`config.mk`:
```
export PLATFORM = sky130hd
export DESIGN_NAME = alu_4b
export DESIGN_NICKNAME = d
export VERILOG_FILES = /design/src/rtl/alu_4b.sv
export SDC_FILE = /design/constraint.sdc
export NUM_CORES = 1
export LEC_CHECK = 0
export CAP_MARGIN = 15
export CORE_ASPECT_RATIO = 1.2
export CORE_MARGIN = 4
export CORE_UTILIZATION = 56
export CTS_CLUSTER_DIAMETER = 200
export DETAILED_ROUTE_END_ITERATION = 16
export PLACE_DENSITY = 0.87
export RECOVER_POWER = 100
export REMOVE_ABC_BUFFERS = 1
export SETUP_SLACK_MARGIN = 0.3
export SLEW_MARGIN = 10
export SYNTH_ARGS = -nofsm -noshare
export SYNTH_HDL_FRONTEND = slang
export SYNTH_SLANG_ARGS = --single-unit
```
`constraint.sdc`:
```
create_clock -name clk -period 1.75 [get_ports clk]
set_input_delay 0.4375 -clock clk [delete_from_list [all_inputs] [get_ports clk]]
set_output_delay 0.4375 -clock clk [all_outputs]
set_load 0.02 [all_outputs]
```
`src/rtl/alu_4b.sv`:
```
// Registered 4-bit ALU (ADD/SUB/MUL/DIV) with an 8-bit result and a flag.
// Define ALU_4B_DISP_EN to add registered seven-segment decodes of both result nibbles.
module alu_4b (
    input  logic       clk,
    input  logic       rst_n,
    input  logic [3:0] x,
    input  logic [3:0] y,
    input  logic       z,
    input  logic       p1,
    input  logic       p2,
    output logic [7:0] m,
    output logic [3:0] e,
    output logic       c,
    output logic [6:0] disp1op,
    output logic [6:0] disp2op
);

    typedef enum logic [1:0] {
        OP_ADD = 2'b00,
        OP_SUB = 2'b01,
        OP_MUL = 2'b10,
        OP_DIV = 2'b11
    } op_t;

    op_t        op;
    logic [4:0] sum5;
    logic [7:0] diff8;
    logic [7:0] prod8;
    logic [3:0] y_safe;
    logic [3:0] quo;
    logic [3:0] rem;
    logic [7:0] m_nxt;
    logic [3:0] e_nxt;
    logic       c_nxt;

    assign op = op_t'({p1, p2});

    // Operands are widened so the borrow shows up as the sign of the 8-bit difference.
    assign sum5   = {1'b0, x} + {1'b0, y} + {4'b0000, z};
    assign diff8  = {4'h0, x} - {4'h0, y} - {7'h00, z};
    assign prod8  = {4'h0, x} * {4'h0, y};
    // The divider never sees zero; the divide-by-zero result is substituted below.
    assign y_safe = (y == 4'h0) ? 4'h1 : y;
    assign quo    = x / y_safe;
    assign rem    = x % y_safe;

    always_comb begin
        m_nxt = 8'h00;
        e_nxt = 4'h0;
        c_nxt = 1'b0;
        case (op)
            OP_ADD: begin
                m_nxt = {3'b000, sum5};
                e_nxt = sum5[3:0];
                c_nxt = sum5[4];
            end
            OP_SUB: begin
                m_nxt = diff8;
                e_nxt = diff8[3:0];
                c_nxt = diff8[7];
            end
            OP_MUL: begin
                m_nxt = prod8;
                e_nxt = prod8[3:0];
                c_nxt = |prod8[7:4];
            end
            OP_DIV: begin
                if (y == 4'h0) begin
                    m_nxt = 8'hFF;
                    e_nxt = 4'hF;
                    c_nxt = 1'b1;
                end else begin
                    m_nxt = {rem, quo};
                    e_nxt = quo;
                    c_nxt = 1'b0;
                end
            end
            default: begin
                m_nxt = 8'h00;
                e_nxt = 4'h0;
                c_nxt = 1'b0;
            end
        endcase
    end

    always_ff @(posedge clk or negedge rst_n) begin
        if (!rst_n) begin
            m <= 8'h00;
            e <= 4'h0;
            c <= 1'b0;
        end else begin
            m <= m_nxt;
            e <= e_nxt;
            c <= c_nxt;
        end
    end

`ifdef ALU_4B_DISP_EN
    // Segment order {g,f,e,d,c,b,a}, active-high.
    function automatic logic [6:0] hex_to_seg(input logic [3:0] h);
        case (h)
            4'h0: hex_to_seg = 7'h3F;
            4'h1: hex_to_seg = 7'h06;
            4'h2: hex_to_seg = 7'h5B;
            4'h3: hex_to_seg = 7'h4F;
            4'h4: hex_to_seg = 7'h66;
            4'h5: hex_to_seg = 7'h6D;
            4'h6: hex_to_seg = 7'h7D;
            4'h7: hex_to_seg = 7'h07;
            4'h8: hex_to_seg = 7'h7F;
            4'h9: hex_to_seg = 7'h6F;
            4'hA: hex_to_seg = 7'h77;
            4'hB: hex_to_seg = 7'h7C;
            4'hC: hex_to_seg = 7'h39;
            4'hD: hex_to_seg = 7'h5E;
            4'hE: hex_to_seg = 7'h79;
            default: hex_to_seg = 7'h71;
        endcase
    endfunction

    // Decoded from m_nxt so the displays load on the same edge as m.
    always_ff @(posedge clk or negedge rst_n) begin
        if (!rst_n) begin
            disp1op <= 7'h00;
            disp2op <= 7'h00;
        end else begin
            disp1op <= hex_to_seg(m_nxt[7:4]);
            disp2op <= hex_to_seg(m_nxt[3:0]);
        end
    end
`else
    assign disp1op = 7'h00;
    assign disp2op = 7'h00;
`endif

endmodule

```
==> results of run 1 <==
[stage by stage]
stage          cell area, µm²   util  TNS (ns)  hold WS (ns)  worst slack, ns
2_1_floorplan            1760      -    -16.14         0.142            -2.55
3_3_place_gp             2500  0.789    -20.99         0.731            -2.87
3_5_place_dp             2500  0.789    -22.17         0.745            -3.09
4_1_cts                  2770  0.876    -14.59         0.474            -2.17
[cell usage after synthesis, drive strengths merged (2+ instances only)]
cell     n  area [µm²]
nand3    3        20.0
nand2   21        81.3
or3      3        23.8
nor3     3        20.0
a31oi    4        40.0
o211ai   2        15.0
mux2     2        26.3
dfrtp    9         225
a21o     5        37.5
xor2     6        52.6
buf     22         170
a41oi    3        26.3
nor2b    3        18.8
and2     3        20.0
fa       8         160
o21bai   2        15.0
xnor2    7        68.8
a21oi   16        80.1
inv     30         113
ha      30         375
clkbuf   3        21.3
o21ai   11        55.1
nor2    18        67.6
nand2b   2        12.5
[metal layers]
layer  global-route usage  GRT overflow
met5               0.0390             0
met1                0.662             0
met2                0.855            40
met4                0.788            34
met3                0.481             0
[what timing repair did]
| item | 4_1_cts |
|---|---|
| resized for setup | 87 |
| setup buffers | 6 |
| pin swaps | 44 |
| endpoints found under the setup margin | 22 |
[logic make-up after synthesis]
family                   after synthesis  synth area share
AO/OA/AOI/OAI                         56             0.205
XOR/XNOR                              13            0.0638
adder cells (fa/ha/maj)               38             0.282
buffers and inverters                 55             0.160
flip-flops                             9             0.118
multiplexers                           2            0.0138
other                                  1           0.00197
AND/OR/NAND/NOR                       60             0.156
==> flow_summary.json, run 1 <==
{
  "cts_buffer_depth": 2,
  "grt_max_degree": 13,
  "worst-ep-kind": "sequential cell input",
  "yosys_most_used_dff": "dfrtp_1",
  "die_w_um": 61.2,
  "ys_types": 55,
  "yosys_warnings": 0,
  "grt_overflow_total": 74,
  "cts_sinks": 9,
  "num_rows": 22,
  "synth-seq-cells": 9,
  "haltStage": "global routing",
  "hpwlAfterDp_mm": 4.30,
  "gp_congestion": 0.935,
  "fp.dieH_um": 71.8,
  "async_flop_share": 1.00,
  "cts_buffers": 3,
  "syn_inst": 234,
  "crit_endpoint": "m[5]$_DFF_PN0_/D",
  "port_buffers": 25,
  "cts_root_buf": "clkbuf_4",
  "synth_area_mm2": 0.00190,
  "ios": 40,
  "synth_edf_count": 0,
  "ctsHoldBuffers": 0,
  "grt_use_total": 0.686,
  "first-error": "[ERROR GRT-0232] Routing congestion too high. Check the congestion heatmap in the GUI.",
  "dp_cells": 342,
  "start_util": 0.601,
  "avgSynthCellArea_um2": 8.13,
  "status": "did not finish",
  "synth-seq-area-share": 0.118,
  "htree_levels": 1
}
==> run 2, diff against run 1 <==
==> config.mk (replaced) <==
export PLATFORM = sky130hd
export DESIGN_NAME = alu_4b
export DESIGN_NICKNAME = d
export VERILOG_FILES = /design/src/rtl/alu_4b.sv
export SDC_FILE = /design/constraint.sdc
export NUM_CORES = 1
export LEC_CHECK = 0
export CAP_MARGIN = 15
export CORE_MARGIN = 4
export CORE_UTILIZATION = 40
export DETAILED_ROUTE_END_ITERATION = 16
export PLACE_DENSITY_LB_ADDON = 0.15
export RECOVER_POWER = 100
export REMOVE_ABC_BUFFERS = 1
export SLEW_MARGIN = 10
export SYNTH_ARGS = -nofsm -noshare
export SYNTH_HDL_FRONTEND = slang
export SYNTH_SLANG_ARGS = --single-unit
==> flow_summary.json, run 2 <==
{
  "final_cell_mix": "67 x buf_4, 25 x inv_1, 20 x ha_1, 18 x nand2_1",
  "final-setup-viol-count": 9,
  "largest_registers": "m x5, e x3, c x1",
  "p_clk_frac": 0.129,
  "synth_area_mm2": 0.00190,
  "required_ns": 1.85,
  "power_density_mw_per_mm2": 578,
  "core_mm2": 0.00447,
  "ys_types": 55,
  "status": "finished, violations left",
  "synth-seq-cells": 9,
  "layout-drive-gt1-share": 0.440,
  "hold_path_class": "input port to async pin",
  "failed_checks": "setup timing",
  "dieArea_mm2": 0.00592,
  "grt_pass1_vias": 1914,
  "ctsHoldBuffers": 0,
  "end_kind": "flop",
  "die_w_um": 77.0,
  "grt_use_total": 0.178,
  "cts_buffer_depth": 2,
  "leakage_nw": 1.50,
  "synth_edf_count": 0,
  "cts_buffers": 3,
  "cp-start-kind": "input port",
  "drc_errors": 0,
  "fp.dieH_um": 77.0,
  "cts_root_buf": "clkbuf_8",
  "syn_inst": 234,
  "filler_cell_count": 346,
  "gp_congestion": 0.804,
  "internal_power_w": 0.00106,
  "hold_viol_final": 0,
  "yosys_warnings": 0,
  "critPathKind": "input port to flop",
  "yosys_most_used_dff": "dfrtp_1",
  "regArea_um2": 225,
  "yosysMostFrequentCell": "ha_1",
  "cp.arrival_ns": 4.01,
  "wl_per_cell_um": 14.6,
  "path_clk_slew_ns": 0.04,
  "vdd_ir_drop_max_mv": 0.288,
  "drt_iter0_markers": 77,
  "num_rows": 24,
  "yosysTopAreaCellShare": 0.197,
  "cap_violations": 0,
  "grt_first_pass_wirelength_mm": 8.65,
  "layout_commonest_cell": "buf_4",
  "comb_power_share": 0.726,
  "ios": 40,
  "antenna_found_initial": 0,
  "period_minus_slack_ns": 3.90,
  "synthTopCellsByCount": "30 x ha_1, 29 x inv_1, 20 x nand2_1",
  "hpwlAfterDp_mm": 4.15,
  "port_buffers": 25,
  "avgSynthCellArea_um2": 8.13,
  "htree_levels": 1,
  "p_seq_frac": 0.146,
  "dr.pass1.iters": 4,
  "postLayoutCellArea_mm2": 0.00309,
  "syn_to_final_growth_pct": 62.6,
  "swShare": 0.407,
  "cts_sinks": 9,
  "async_flop_share": 1.00,
  "postRouteAntennaNets": 0,
  "cts_tree": "built",
  "fin_ws_ns": -2.15,
  "top_register": "m",
  "multi_input_area_mm2": 0.00178,
  "synth_area_leader_cell": "ha_1",
  "grt_overflow_total": 0,
  "largest_register_ffs": 5,
  "grt_max_degree": 13,
  "vias": 1953,
  "diodes": 0,
  "p_switching_w": 0.000727,
  "start_util": 0.425,
  "rsz0062_at_grt": "yes",
  "vias_per_cell": 5.15,
  "period_share": 2.23,
  "utilization": 0.691,
  "synth-seq-area-share": 0.118,
  "finalPower_w": 0.00179,
  "final_nets": 379,
  "drt-total-wl_mm": 5.53,
  "fmax_ghz": 0.256,
  "placedInstanceArea_mm2": 0.00257,
  "cp_max_fo": 5,
  "setup_tns_ns": -14.37,
  "synth_area_leaders": "ha_1 20%, dfrtp_1 12%, fa_1 8.4%",
  "drv_slew": 0
}
[run 2: cell counts after synthesis]
Identical to the previous run, type by type.
[run 2: per-stage QoR]
step,cells,hold slack (ns),worst slack [ns]
2_1_floorplan,222,0.142,-2.55
3_3_place_gp,365,0.740,-2.92
3_5_place_dp,365,0.749,-3.05
4_1_cts,376,0.509,-2.16
5_1_grt,379,0.594,-2.23
6_report,379,0.565,-2.15
[run 2: what timing repair did]
action                                  4_1_cts  5_1_grt
endpoints found under the setup margin        9        9
pin swaps                                    38       39
buffers inserted                              8        3
gates resized for setup                      73       42
[run 2: worst paths after layout]
kind,slack [ns],cells past startpoint,endpoint,from
hold / removal,0.56,1,m[7],rst_n
setup / recovery,-2.15,17,e[0],y[2]
max in group asynchronous,0.92,1,m[3],rst_n
min in group clk,0.79,6,m[4],x[0]
[run 2: power by group through the flow]
stage | Combinational (W) | Clock (W) | Sequential [W]
after floorplan | 0.000458 | 0 | 0.000343
after global placement | 0.00101 | 0 | 0.000265
after detailed placement | 0.00103 | 0 | 0.000268
after CTS | 0.00115 | 0.000236 | 0.000265
after global routing | 0.00140 | 0.000251 | 0.000267
final | 0.00130 | 0.000230 | 0.000260
[run 2: cell families after synthesis]
family	synth area share
other	0.00197
adder cells (fa/ha/maj)	0.282
XOR/XNOR	0.0638
flip-flops	0.118
multiplexers	0.0138
AND/OR/NAND/NOR	0.156
AO/OA/AOI/OAI	0.205
buffers and inverters	0.160
[run 2: worst max-delay path: stages]
cell and delay, ns:
buf_6 0.09, or3_4 0.37, and2_4 0.15, ha_4 0.16
nor2b_4 0.12, a311o_1 0.38, o31ai_4 0.30, ha_4 0.27
a21oi_4 0.15, a31o_4 0.19, mux2_4 0.32, ha_4 0.24
o21ai_4 0.18, a31oi_4 0.05, nor2_2 0.16, nor2_4 0.06
or3_1 0.36
[run 2: metal layers]
metal,vias up,share of wire,GRT usage
li1,957,-,-
met1,924,0.41,0.222
met2,60,0.52,0.315
met3,12,0.051,0.0199
met4,0,0.015,0.0580
met5,-,0,0
[run 2: cell type report]
cell class	instances	share of cell area
timing repair buffer	101	0.280
sequential	9	0.0728
inverter	30	0.0372
tap	52	0.0210
multi-input combinational	183	0.575
clock buffer	4	0.0146
Power figures use the tool's default switching activity.
